$ cat src/rtl/alu_pipe_pkg.sv
// rtl/alu_pipe_pkg.sv - opcode/state enums and the single-cycle ALU helper for alu_pipe
package alu_pipe_pkg;

  localparam int MAX_W = 64;

  typedef enum logic [3:0] {
    OP_ADD, OP_SUB, OP_MUL, OP_DIV, OP_LSL, OP_LSR, OP_ROL, OP_ROR,
    OP_AND, OP_OR, OP_XOR, OP_NOR, OP_NAND, OP_XNOR, OP_GT, OP_EQ
  } op_e;

  typedef enum logic [1:0] {ST_IDLE, ST_BUSY, ST_DONE} state_e;

  // Operands arrive zero-extended to MAX_W; w is the live width. Returns {carry, result}.
  function automatic logic [MAX_W:0] alu_simple(input op_e op, input logic [MAX_W-1:0] a,
                                                input logic [MAX_W-1:0] b, input int unsigned w);
    logic [MAX_W-1:0] mask, r;
    logic [MAX_W:0]   sum;
    logic             c;
    mask = {MAX_W{1'b1}} >> (MAX_W - w);
    sum  = {1'b0, a} + {1'b0, b};
    r    = '0;
    c    = 1'b0;
    case (op)
      OP_ADD:  begin r = sum[MAX_W-1:0]; c = sum[7'(w)]; end
      OP_SUB:  begin r = a - b; c = (a < b); end
      OP_DIV:  r = (b == '0) ? mask : '0;
      OP_LSL:  begin r = a << 1; c = a[6'(w - 1)]; end
      OP_LSR:  begin r = a >> 1; c = a[0]; end
      OP_ROL:  r = (a << 1) | MAX_W'(a[6'(w - 1)]);
      OP_ROR:  r = (a >> 1) | (MAX_W'(a[0]) << (w - 1));
      OP_AND:  r = a & b;
      OP_OR:   r = a | b;
      OP_XOR:  r = a ^ b;
      OP_NOR:  r = ~(a | b);
      OP_NAND: r = ~(a & b);
      OP_XNOR: r = ~(a ^ b);
      OP_GT:   r = MAX_W'(a > b);
      OP_EQ:   r = MAX_W'(a == b);
      default: r = '0;
    endcase
    return {c, r & mask};
  endfunction

endpackage

$ cat src/rtl/alu_pipe_muldiv.sv
// rtl/alu_pipe_muldiv.sv - iterative shift-add multiplier / restoring divider, one bit per cycle
// done flags the final iteration; result/overflow show that iteration's outcome combinationally.
module alu_pipe_muldiv
  import alu_pipe_pkg::*;
#(
  parameter int WIDTH = 8
) (
  input  logic             clk,
  input  logic             rst_n,
  input  logic             start,
  input  op_e              op,
  input  logic [WIDTH-1:0] a,
  input  logic [WIDTH-1:0] b,
  output logic             done,
  output logic [WIDTH-1:0] result,
  output logic             overflow
);

  localparam int CW = $clog2(WIDTH);
  localparam logic [CW-1:0] LAST = CW'(WIDTH - 1);

  logic             r_run, r_mul;
  logic [CW-1:0]    r_cnt;
  logic [WIDTH-1:0] r_dsor, r_rem, r_q;
  logic [2*WIDTH:0] r_p;

  logic [WIDTH:0]   w_sum, w_shift;
  logic [WIDTH+1:0] w_trial;
  logic [2*WIDTH:0] w_p_next;
  logic [WIDTH-1:0] w_q_next, w_rem_next;
  logic             w_unused;

  assign w_sum    = r_p[2*WIDTH:WIDTH] + (r_p[0] ? {1'b0, r_dsor} : '0);
  assign w_p_next = {w_sum, r_p[WIDTH-1:0]} >> 1;

  // Trial subtract carries an extra sign bit: the shifted remainder can exceed WIDTH bits.
  assign w_shift    = {r_rem, r_q[WIDTH-1]};
  assign w_trial    = {1'b0, w_shift} - {2'b00, r_dsor};
  assign w_q_next   = {r_q[WIDTH-2:0], ~w_trial[WIDTH+1]};
  assign w_rem_next = w_trial[WIDTH+1] ? w_shift[WIDTH-1:0] : w_trial[WIDTH-1:0];
  assign w_unused   = w_trial[WIDTH] ^ w_shift[WIDTH] ^ w_p_next[2*WIDTH];

  assign done     = r_run && (r_cnt == LAST);
  assign result   = r_mul ? w_p_next[WIDTH-1:0] : w_q_next;
  assign overflow = r_mul && (|w_p_next[2*WIDTH-1:WIDTH]);

  always_ff @(posedge clk or negedge rst_n) begin
    if (!rst_n) begin
      r_run  <= 1'b0;
      r_mul  <= 1'b0;
      r_cnt  <= '0;
      r_dsor <= '0;
      r_rem  <= '0;
      r_q    <= '0;
      r_p    <= '0;
    end else if (start) begin
      r_run  <= 1'b1;
      r_mul  <= (op == OP_MUL);
      r_cnt  <= '0;
      r_dsor <= (op == OP_MUL) ? a : b;
      r_rem  <= '0;
      r_q    <= a;
      r_p    <= {(WIDTH+1)'(0), b};
    end else if (r_run) begin
      r_cnt <= r_cnt + CW'(1);
      if (done) r_run <= 1'b0;
      if (r_mul) begin
        r_p <= w_p_next;
      end else begin
        r_q   <= w_q_next;
        r_rem <= w_rem_next;
      end
    end
  end

endmodule

$ cat src/rtl/alu_pipe.sv
// rtl/alu_pipe.sv - valid/ready ALU top (WIDTH 4..63)
// ALU_PIPE_MULDIV_EN enables iterative MUL/DIV; otherwise ops 2/3 return 0 in one cycle.
module alu_pipe
  import alu_pipe_pkg::*;
#(
  parameter int WIDTH = 8
) (
  input  logic             clk,
  input  logic             rst_n,
  input  logic             in_valid,
  output logic             in_ready,
  input  logic [WIDTH-1:0] a,
  input  logic [WIDTH-1:0] b,
  input  logic [3:0]       op,
  output logic             out_valid,
  input  logic             out_ready,
  output logic [WIDTH-1:0] result,
  output logic             carry_out,
  output logic             zero,
  output logic             div_by_zero
);

  state_e           r_state, w_next;
  logic             r_live, r_carry, r_dbz;
  logic [WIDTH-1:0] r_result;

  op_e              w_op;
  logic             w_accept, w_is_iter, w_md_done, w_md_ovf;
  logic [WIDTH-1:0] w_md_result;
  logic [MAX_W:0]   w_simple;
  logic             w_unused_hi;

  assign w_op        = op_e'(op);
  assign w_simple    = alu_simple(w_op, MAX_W'(a), MAX_W'(b), WIDTH);
  assign w_unused_hi = |w_simple[MAX_W-1:WIDTH];

  // r_live holds in_ready low until the first edge after reset release.
  assign in_ready    = r_live && ((r_state == ST_IDLE) || ((r_state == ST_DONE) && out_ready));
  assign w_accept    = in_valid && in_ready;
  assign out_valid   = (r_state == ST_DONE);
  assign result      = r_result;
  assign carry_out   = r_carry;
  assign zero        = out_valid && (r_result == '0);
  assign div_by_zero = r_dbz;

`ifdef ALU_PIPE_MULDIV_EN
  assign w_is_iter = (w_op == OP_MUL) || ((w_op == OP_DIV) && (b != '0));

  alu_pipe_muldiv #(.WIDTH(WIDTH)) u_muldiv (
    .clk      (clk),
    .rst_n    (rst_n),
    .start    (w_accept && w_is_iter),
    .op       (w_op),
    .a        (a),
    .b        (b),
    .done     (w_md_done),
    .result   (w_md_result),
    .overflow (w_md_ovf)
  );
`else
  assign w_is_iter   = 1'b0;
  assign w_md_done   = 1'b0;
  assign w_md_result = '0;
  assign w_md_ovf    = 1'b0;
`endif

  always_comb begin
    w_next = r_state;
    case (r_state)
      ST_IDLE, ST_DONE: begin
        if (w_accept)                                 w_next = w_is_iter ? ST_BUSY : ST_DONE;
        else if ((r_state == ST_DONE) && out_ready)   w_next = ST_IDLE;
      end
      ST_BUSY: if (w_md_done) w_next = ST_DONE;
      default: w_next = ST_IDLE;
    endcase
  end

  always_ff @(posedge clk or negedge rst_n) begin
    if (!rst_n) begin
      r_state  <= ST_IDLE;
      r_live   <= 1'b0;
      r_result <= '0;
      r_carry  <= 1'b0;
      r_dbz    <= 1'b0;
    end else begin
      r_state <= w_next;
      r_live  <= 1'b1;
      if (w_accept && !w_is_iter) begin
        r_result <= w_simple[WIDTH-1:0];
        r_carry  <= w_simple[MAX_W];
        r_dbz    <= (w_op == OP_DIV) && (b == '0);
      end else if ((r_state == ST_BUSY) && w_md_done) begin
        r_result <= w_md_result;
        r_carry  <= w_md_ovf;
        r_dbz    <= 1'b0;
      end
    end
  end

endmodule

$ cat config.mk
export PLATFORM = sky130hd
export DESIGN_NAME = alu_pipe
export DESIGN_NICKNAME = d
export VERILOG_FILES = /design/src/rtl/alu_pipe_pkg.sv /design/src/rtl/alu_pipe_muldiv.sv /design/src/rtl/alu_pipe.sv
export SDC_FILE = /design/constraint.sdc
export NUM_CORES = 1
export LEC_CHECK = 0
export ABC_CLOCK_PERIOD_IN_PS = 2000
export BUFFER_PORTS_ARGS = -buffer_cell sky130_fd_sc_hd__buf_2
export CAP_MARGIN = 30
export CORE_MARGIN = 3
export CORE_UTILIZATION = 35
export DETAILED_ROUTE_END_ITERATION = 8
export GPL_TIMING_DRIVEN = 0
export SLEW_MARGIN = 25
export SYNTH_ARGS = -nofsm -noshare
export SYNTH_HDL_FRONTEND = slang
export SYNTH_SLANG_ARGS = --single-unit
$ cat constraint.sdc
create_clock -name clk -period 2 [get_ports clk]
set_input_delay 0.4 -clock clk [delete_from_list [all_inputs] [get_ports clk]]
set_output_delay 0.4 -clock clk [all_outputs]
set_load 0.02 [all_outputs]
-- Word level (Yosys, flattened, before mapping)
Index checks and enable logic that the tools add are counted.
- register bits after elaboration: 13
- bits in latches: 0
- bits in writable memories: 0
- ROM bits: 0
- input bits: 24
- output and inout bits: 13
- word-level logic and storage cells: 54
- memories: 0
- $add $sub $neg: 2
- multiply operators: 0
- divide/modulo/power cells: 0
- $lt $le $gt $ge: 2
- eq/ne operators: 18
- shift operators: 0
- mux-type cells: 6
- bitwise gates (word level): 9
- reductions and logical operators: 12
- operators with widths (operator ; number):
    $pmux 8 s15 ; 1
    $eq 4x4->1 const B ; 8
    $not 8->8 ; 3
    $eq 4x3->1 const B ; 4
    $logic_not 8->1 ; 2
    $add 8x8->9 ; 1
    $and 8x8->8 ; 1
    $eq 8x8->1 ; 1
    $gt 8x8->1 ; 1
    $lt 8x8->1 ; 1
    $mux 8 ; 1
    $or 7x8->8 ; 1
    $or 8x1->8 ; 1
    $or 8x8->8 ; 1
    $sub 8x8->8 ; 1
    $xor 8x8->8 ; 1
    $logic_and 1x1->1 ; 5
    $eq 4x1->1 const B ; 1
    $eq 4x2->1 const B ; 1
    $logic_not 4->1 ; 1
    $mux 2 ; 2
    $pmux 1 s4 ; 1
    $pmux 2 s2 ; 1
    $ne 3x3->1 const B ; 1
    other kinds (7) ; 7

-- Logic depth before layout (Yosys ltp)
Gate-level depths: netlist of the first run.
- depth in word-level cells: 7
- depth in mapped cells: 10
- depth with buffers taken out: 10

-- Worst setup path before layout of the first run
OpenSTA, ideal clock, no wires.
- path type: in2reg
- start: in a[0]
- end: reg r_result[0], in the netlist result[0]
- setup time: 0.082 ns
- data arrival time: 1.991 ns
- required time: 1.918 ns
- path slack: -0.073 ns
- stages on the path: 10
- path buffers: 0
- cells stage by stage: inv_1 ha_1 inv_1 fa_1 nand2b_4 a21oi_2 o21ai_1 and3_4 or4_1 a31oi_1
- longest elaborated chain between the ends: 3
- elaborated cells on any way between the ends: 11
- those cells by class: add/sub: 2; order compare: 1; eq/ne: 1; mux: 1; bitwise: 6
- ends and longest elaborated chain (element ; line ; text):
    start, declared ; alu_pipe.sv:12 ; input logic [WIDTH-1:0] a,
    parallel branches: the longest is 2 deep, another holds $sub 8x8->8 ; -- ;
    $pmux 8 s15 * ; alu_pipe_pkg.sv:23 ; case (op)
    end signal, assigned ; alu_pipe.sv:90 ; r_result <= w_simple[WIDTH-1:0];
    end signal, assigned ; alu_pipe.sv:94 ; r_result <= w_md_result;
    end, declared ; alu_pipe.sv:25 ; logic [WIDTH-1:0] r_result;
Every way passes the cells marked *.
A chain may end at the register's enable or synchronous reset.

-- Final worst setup path of the first run
- start: in a[7]
- end: reg r_result[0], in the netlist result[0]
- longest elaborated chain between the ends: 2
- elaborated cells on any way between the ends: 4
- those cells by class: order compare: 1; eq/ne: 1; mux: 1; bitwise: 1
- ends and longest elaborated chain (element ; line ; text):
    $gt 8x8->1 (tied with other cells) ; alu_pipe_pkg.sv:37 ; OP_GT: r = MAX_W'(a > b);
    $pmux 8 s15 * ; alu_pipe_pkg.sv:23 ;
Every way passes the cells marked *; elsewhere a longest branch is shown, timed or not.

==> results.json, run 1 <==
{
  "status": "finished, violations left",
  "failed_checks": "setup timing",
  "yosys.area.top_type_share_pct": 14.2,
  "die_h_um": 86.8,
  "cp-end-kind": "register",
  "wl_per_cell_um": 18.9,
  "num_antenna_cells": 0,
  "max_freq_ghz": 0.497,
  "syn-cell-area_um2": 2290,
  "tns_ns": -0.0125,
  "fin_crit_sh_pct": 101,
  "layout_setup_ws_ns": -0.0125,
  "p_seq_share_pct": 23.0,
  "rsz0062_at_grt": "yes",
  "crit_required_ns": 2.17,
  "hold_slack_ns": 0.0243,
  "maxSlewHeadroom_pct": 54.3,
  "final_common_cell": "buf_2",
  "path_clk_slew_ns": 0.05,
  "switching_share_pct": 42.0,
  "final_area_um2": 2880,
  "switching_power_uw": 549,
  "grt_pass1_wl_mm": 12.9,
  "final-hold-violation-count": 0,
  "hp-class": "in -> async",
  "num_io_pins": 37,
  "wl_met3_um": 730,
  "die_area_um2": 7540,
  "grt_overflow_total": 0,
  "final_cell_mix": "buf_2, nand2_1, a21oi_1",
  "cts_tree": "built",
  "drt_drc_violations_left": 0,
  "via_count": 2634,
  "p_int_uw": 757,
  "finalMaxSlewViolations": 0,
  "report.final.setup_viol": 1,
  "worst_pin_slew_ns": 0.680,
  "antenna_found_initial": 0,
  "power_density_nw_per_um2": 453,
  "io_buffers": 35,
  "synth_warnings": 0,
  "ir_drop_uv": 458,
  "async_reset_ff_share_pct": 100,
  "fp.coreArea_um2": 6130,
  "critical_path.startpoint_type": "input pin",
  "worstSetupPathType": "in -> reg",
  "htreeDepth": 1,
  "die_x_um": 86.8,
  "place_ws_ns": -0.528,
  "hpwl_mm": 6.18,
  "wl_met1_mm": 3.48,
  "cts-root-buf": "clkbuf_8",
  "stdcell_count": 423,
  "netlist_instances": 303,
  "ys_types": 68,
  "detail-route-antenna-nets": 0,
  "synth_edf_count": 0,
  "period_needed_ns": 2.01,
  "crit_path_max_fanout": 7,
  "track_usage_pct": 21.5,
  "drt-total-wl_mm": 8.00,
  "drive_above_1_share_pct": 28.7,
  "p_leak_nw": 1.25,
  "via_per_inst": 6.23,
  "dpl_cell_area_um2": 2570,
  "synth_nets": 355,
  "cp.arrival_ns": 2.18,
  "start_util_pct": 37.3,
  "ys_seq_elements": 12,
  "top_layer_used": "met4",
  "synth_flop_cell": "dfrtp_1",
  "dr.first_iter.drc_count": 250,
  "utilization_pct": 47.0,
  "wl_met2_mm": 3.56,
  "place_congestion": 0.996,
  "fill_cells": 620,
  "syn_avg_cell_area_um2": 7.55,
  "yosysTopAreaCell": "ha_1",
  "numCtsBuffers": 3,
  "dp_cells": 413,
  "synthToLayoutAreaGrowth_pct": 26.0,
  "grt_max_degree": 13,
  "finalPower_mw": 1.31,
  "synth_seq_area_share_pct": 13.1,
  "pwr-share-comb_pct": 56.8,
  "cts_sinks": 12,
  "row_count": 28,
  "dr.pass1.iters": 5,
  "max-cap-violations": 0,
  "clock_power_share_pct": 20.3,
  "worstSkewPairLatency_ns": 0.24,
  "cts_buffer_depth": 2,
  "grt_pass1_vias": 2439,
  "synth_top_cells_by_area": "ha_1, dfrtp_1, a21oi_1",
  "final.setup_skew_ns": 0.00151,
  "fin_nets": 401
}
[state kept, by name, summed over array words and instances, names as in the netlist]
name	cells
result	8
carry_out	1
div_by_zero	1
r_live	1
r_state	1
[path summary, 6_finish.rpt]
path,startpoint,end,slack [ns],depth (start not counted)
min reg2reg,div_by_zero,div_by_zero,0.48,2
min in group clk,out_ready,r_state[1],0.46,3
max in group asynchronous,rst_n,result[2],1.76,1
max reg2reg,r_state[1],result[7],0.29,6
max,a[7],result[0],-0.01,8
min,rst_n,result[4],0.02,1
[cell usage after synthesis, drive strengths merged (2+ instances only)]
library cell and count:
a211oi 5, a21o 3, a21oi 24, a221oi 3, a22o 3, a22oi 6, a31oi 6, a32oi 3
and2 3, and3 3, buf 14, clkbuf 5, dfrtp 12, fa 2, ha 26, inv 25
mux2i 9, nand2 23, nand2b 7, nand3 10, nand3b 2, nand4 3, nor2 19, nor2b 4
nor3 6, nor4 7, o211ai 4, o21a 2, o21ai 19, o221a 2, o22a 2, o22ai 8
o31a 2, o41ai 2, or4 4, xnor2 5
[kinds of logic after synthesis]
logic type / Yosys count / synth area share [%]
AND/OR/NAND/NOR: 98 / 24.6
other: 1 / 0.164
flip-flops: 12 / 13.1
adder cells (fa/ha/maj): 28 / 16.0
AO/OA/AOI/OAI: 104 / 30.6
buffers and inverters: 44 / 8.86
XOR/XNOR: 6 / 2.30
multiplexers: 10 / 4.43
[worst max-delay path, cell delays in order]
cell and delay, ns:
buf_4 0.13, inv_1 0.08, ha_4 0.28, nor4_4 0.35, o21ai_2 0.09, and3_4 0.17, or4_4 0.51, a31oi_1 0.17
[power groups by stage]
stage                     logic, mW  clock network [mW]  registers [mW]
final                         0.742               0.265           0.300
after global routing          0.805               0.277           0.305
after CTS                     0.702               0.272           0.300
after detailed placement      0.646                   0           0.304
after global placement        0.642                   0           0.303
after floorplan               0.411                   0           0.334
[what timing repair did]
item | in CTS | in global routing
resized for setup | 32 | 21
setup endpoints to repair | 7 | 10
pin swaps | 11 | 8
setup buffers | 4 | 2
hold buffers | 0 | 0
gates cloned | 0 | 0
[layer usage]
layer,GRT usage (%),up-vias
li1,-,1224
met1,30.4,1222
met2,34.3,166
met3,2.38,22
met4,6.23,0
met5,0,-
[area by class of cell]
| type | count | area [um^2] | area share (%) |
|---|---|---|---|
| multi-input cells | 247 | 1960 | 67.9 |
| repair buffers | 41 | 256 | 8.90 |
| flip-flops and latches | 12 | 300 | 10.4 |
| clock buffers | 4 | 55.1 | 1.91 |
| plain buffers | 19 | 120 | 4.17 |
| inverters | 25 | 98.8 | 3.43 |
| well taps | 75 | 93.8 | 3.26 |
Note: power is estimated with default switching activity, not from simulation.
==> run 2: changes to the inputs <==
--- a/config.mk
+++ b/config.mk
@@ -12,6 +12,7 @@
 export CORE_UTILIZATION = 35
 export DETAILED_ROUTE_END_ITERATION = 8
 export GPL_TIMING_DRIVEN = 0
+export PLACE_DENSITY = 0.51
 export SLEW_MARGIN = 25
 export SYNTH_ARGS = -nofsm -noshare
 export SYNTH_HDL_FRONTEND = slang
==> run 2 against run 1 <==
Net effect:
- the run now ends clean
- critical path depth is 2 higher
- utilization is 0.51 points lower
- sequential power hardly changed
- critical path type unchanged
- sequential share of layout area grew 0.11 points
- clock power shrank 15%
- clock-buffer cell count fell by 1
- final cell count up 0.24%
- die area did not move
==> results.json, run 2 (synthesized netlist as in run 1, its figures left out) <==
{
  "status": "finished clean",
  "worst_pin_slew_ns": 0.647,
  "crit_path_max_fanout": 4,
  "largest_reg_flops": 8,
  "synthToLayoutAreaGrowth_pct": 24.7,
  "cts_buffer_depth": 2,
  "cp_common_cell": "a21oi_1",
  "cp.arrival_ns": 2.14,
  "cts-root-buf": "clkbuf_8",
  "grt_pass1_vias": 2539,
  "path_clk_slew_ns": 0.05,
  "place_congestion": 0.957,
  "crit_chain": "buf_2 -> ha_4 -> inv_1 -> fa_2 -> nor2b_4 -> o31a_1 -> o211ai_1 -> a21oi_1 -> o21ai_1 -> a21oi_1",
  "num_io_pins": 37,
  "power_density_nw_per_um2": 442,
  "place_ws_ns": -0.601,
  "track_usage_pct": 22.5,
  "cts_tree": "built",
  "worstSetupPathType": "in -> reg",
  "via_per_inst": 6.04,
  "final.setup_skew_ns": 0.00109,
  "report.final.setup_viol": 0,
  "worstSkewPairLatency_ns": 0.24,
  "cp-end-kind": "register",
  "multi_input_area_um2": 1940,
  "hold_slack_ns": 0.0232,
  "io_buffers": 35,
  "grt_max_degree": 13,
  "hpwl_mm": 6.39,
  "ir_drop_uv": 313,
  "final_cell_mix": "buf_2, nand2_1, a21oi_1",
  "grt_pass1_wl_mm": 13.4,
  "drt-total-wl_mm": 8.20,
  "hp-class": "in -> async",
  "period_needed_ns": 1.97,
  "rsz0062_at_grt": "yes",
  "p_leak_nw": 1.25,
  "r2r_slack_ns": 0.33,
  "drt_drc_violations_left": 0,
  "max_freq_ghz": 0.508,
  "reg2reg_to": "result[0]",
  "critical_path.startpoint_type": "input pin",
  "slowest_delay_ns": 0.39,
  "num_antenna_cells": 0,
  "dr.first_iter.drc_count": 191,
  "regArea_um2": 300,
  "drive_above_1_share_pct": 29.2,
  "detail-route-antenna-nets": 0,
  "fill_cells": 623,
  "die_area_um2": 7540,
  "die_x_um": 86.8,
  "worstRegToRegCells": 6,
  "max-cap-violations": 0,
  "start_util_pct": 37.3,
  "die_h_um": 86.8,
  "layout_setup_ws_ns": 0.0327,
  "antenna_found_initial": 0,
  "row_count": 28,
  "crit_required_ns": 2.17,
  "crit_slowest_cell": "fa_2",
  "fin_nets": 403,
  "finalMaxSlewViolations": 0,
  "stdcell_count": 424,
  "dr.pass1.iters": 5,
  "via_count": 2562,
  "cts_sinks": 12,
  "tns_ns": 0,
  "numCtsBuffers": 3,
  "maxSlewHeadroom_pct": 56.5,
  "ctsHoldBuffers": 0,
  "final_common_cell": "buf_2",
  "final-hold-violation-count": 0,
  "dp_cells": 413,
  "wl_per_cell_um": 19.3,
  "htreeDepth": 1,
  "fp.coreArea_um2": 6130,
  "fin_crit_sh_pct": 98.4,
  "r2r_start": "r_state[1]",
  "grt_overflow_total": 0
}
## run 2: cell types whose count changed in the layout (fill, tap and decap cells not counted), sizes merged
cell	previous run	this run
clkbuf	9	7
buf	55	58
## run 2: how the worst max path moves through the flow
stage / start / end / slack [ns] / cells past startpoint
global placement: a[1] / result[7] / -0.57 / 9
floorplan: a[5] / result[0] / -0.06 / 8
finish: b[0] / carry_out / 0.03 / 10
global route: a[3] / result[0] / -0.09 / 10
CTS: a[1] / result[7] / 0.0002 / 9
detailed placement: a[1] / result[7] / -0.60 / 9
## run 2: worst max-delay path: cells and delay by family
family / cells / cell delay (ns)
compound gates: 5 / 0.84
fa+ha+maj: 2 / 0.56
buf+inv: 2 / 0.21
simple gates: 1 / 0.13
## run 2: metal layers
layer,part of all wire (%),track usage [%]
met1,45,31.5
met2,45,36.0
met3,7.1,2.47
met4,2.4,6.94
met5,0,0
## run 2: what timing repair did
action                                  in CTS  in global routing
gates resized for setup                     22                 31
buffers inserted                             7                  1
endpoints found under the setup margin       8                  8
pin swaps                                   12                 14
## run 2: area by class of cell
class                           count  share of cell area, %
Buffer                             19                   4.08
Clock buffer                        3                   1.45
Inverter                           25                   3.47
Multi-Input combinational cell    247                   68.1
Sequential cell                    12                   10.5
Tap cell                           75                   3.29
Timing Repair Buffer               43                   9.08
## run 2: stage by stage
stage                     utilization, %  instance area, um^2  power (mW)
final                               46.5                 2850        1.26
after global routing                46.5                 2850        1.34
after CTS                           45.0                 2760        1.22
after detailed placement            41.9                 2570       0.953
after global placement              41.9                 2570       0.954
after floorplan                        -                 2300       0.745
## run 2: report_power, final
part	switching [mW]	leakage, nW	internal [mW]
Sequential	0.0266	0.156	0.273
Combinational	0.433	1.08	0.302
Clock	0.0917	0.0216	0.133
Total	0.551	1.25	0.709
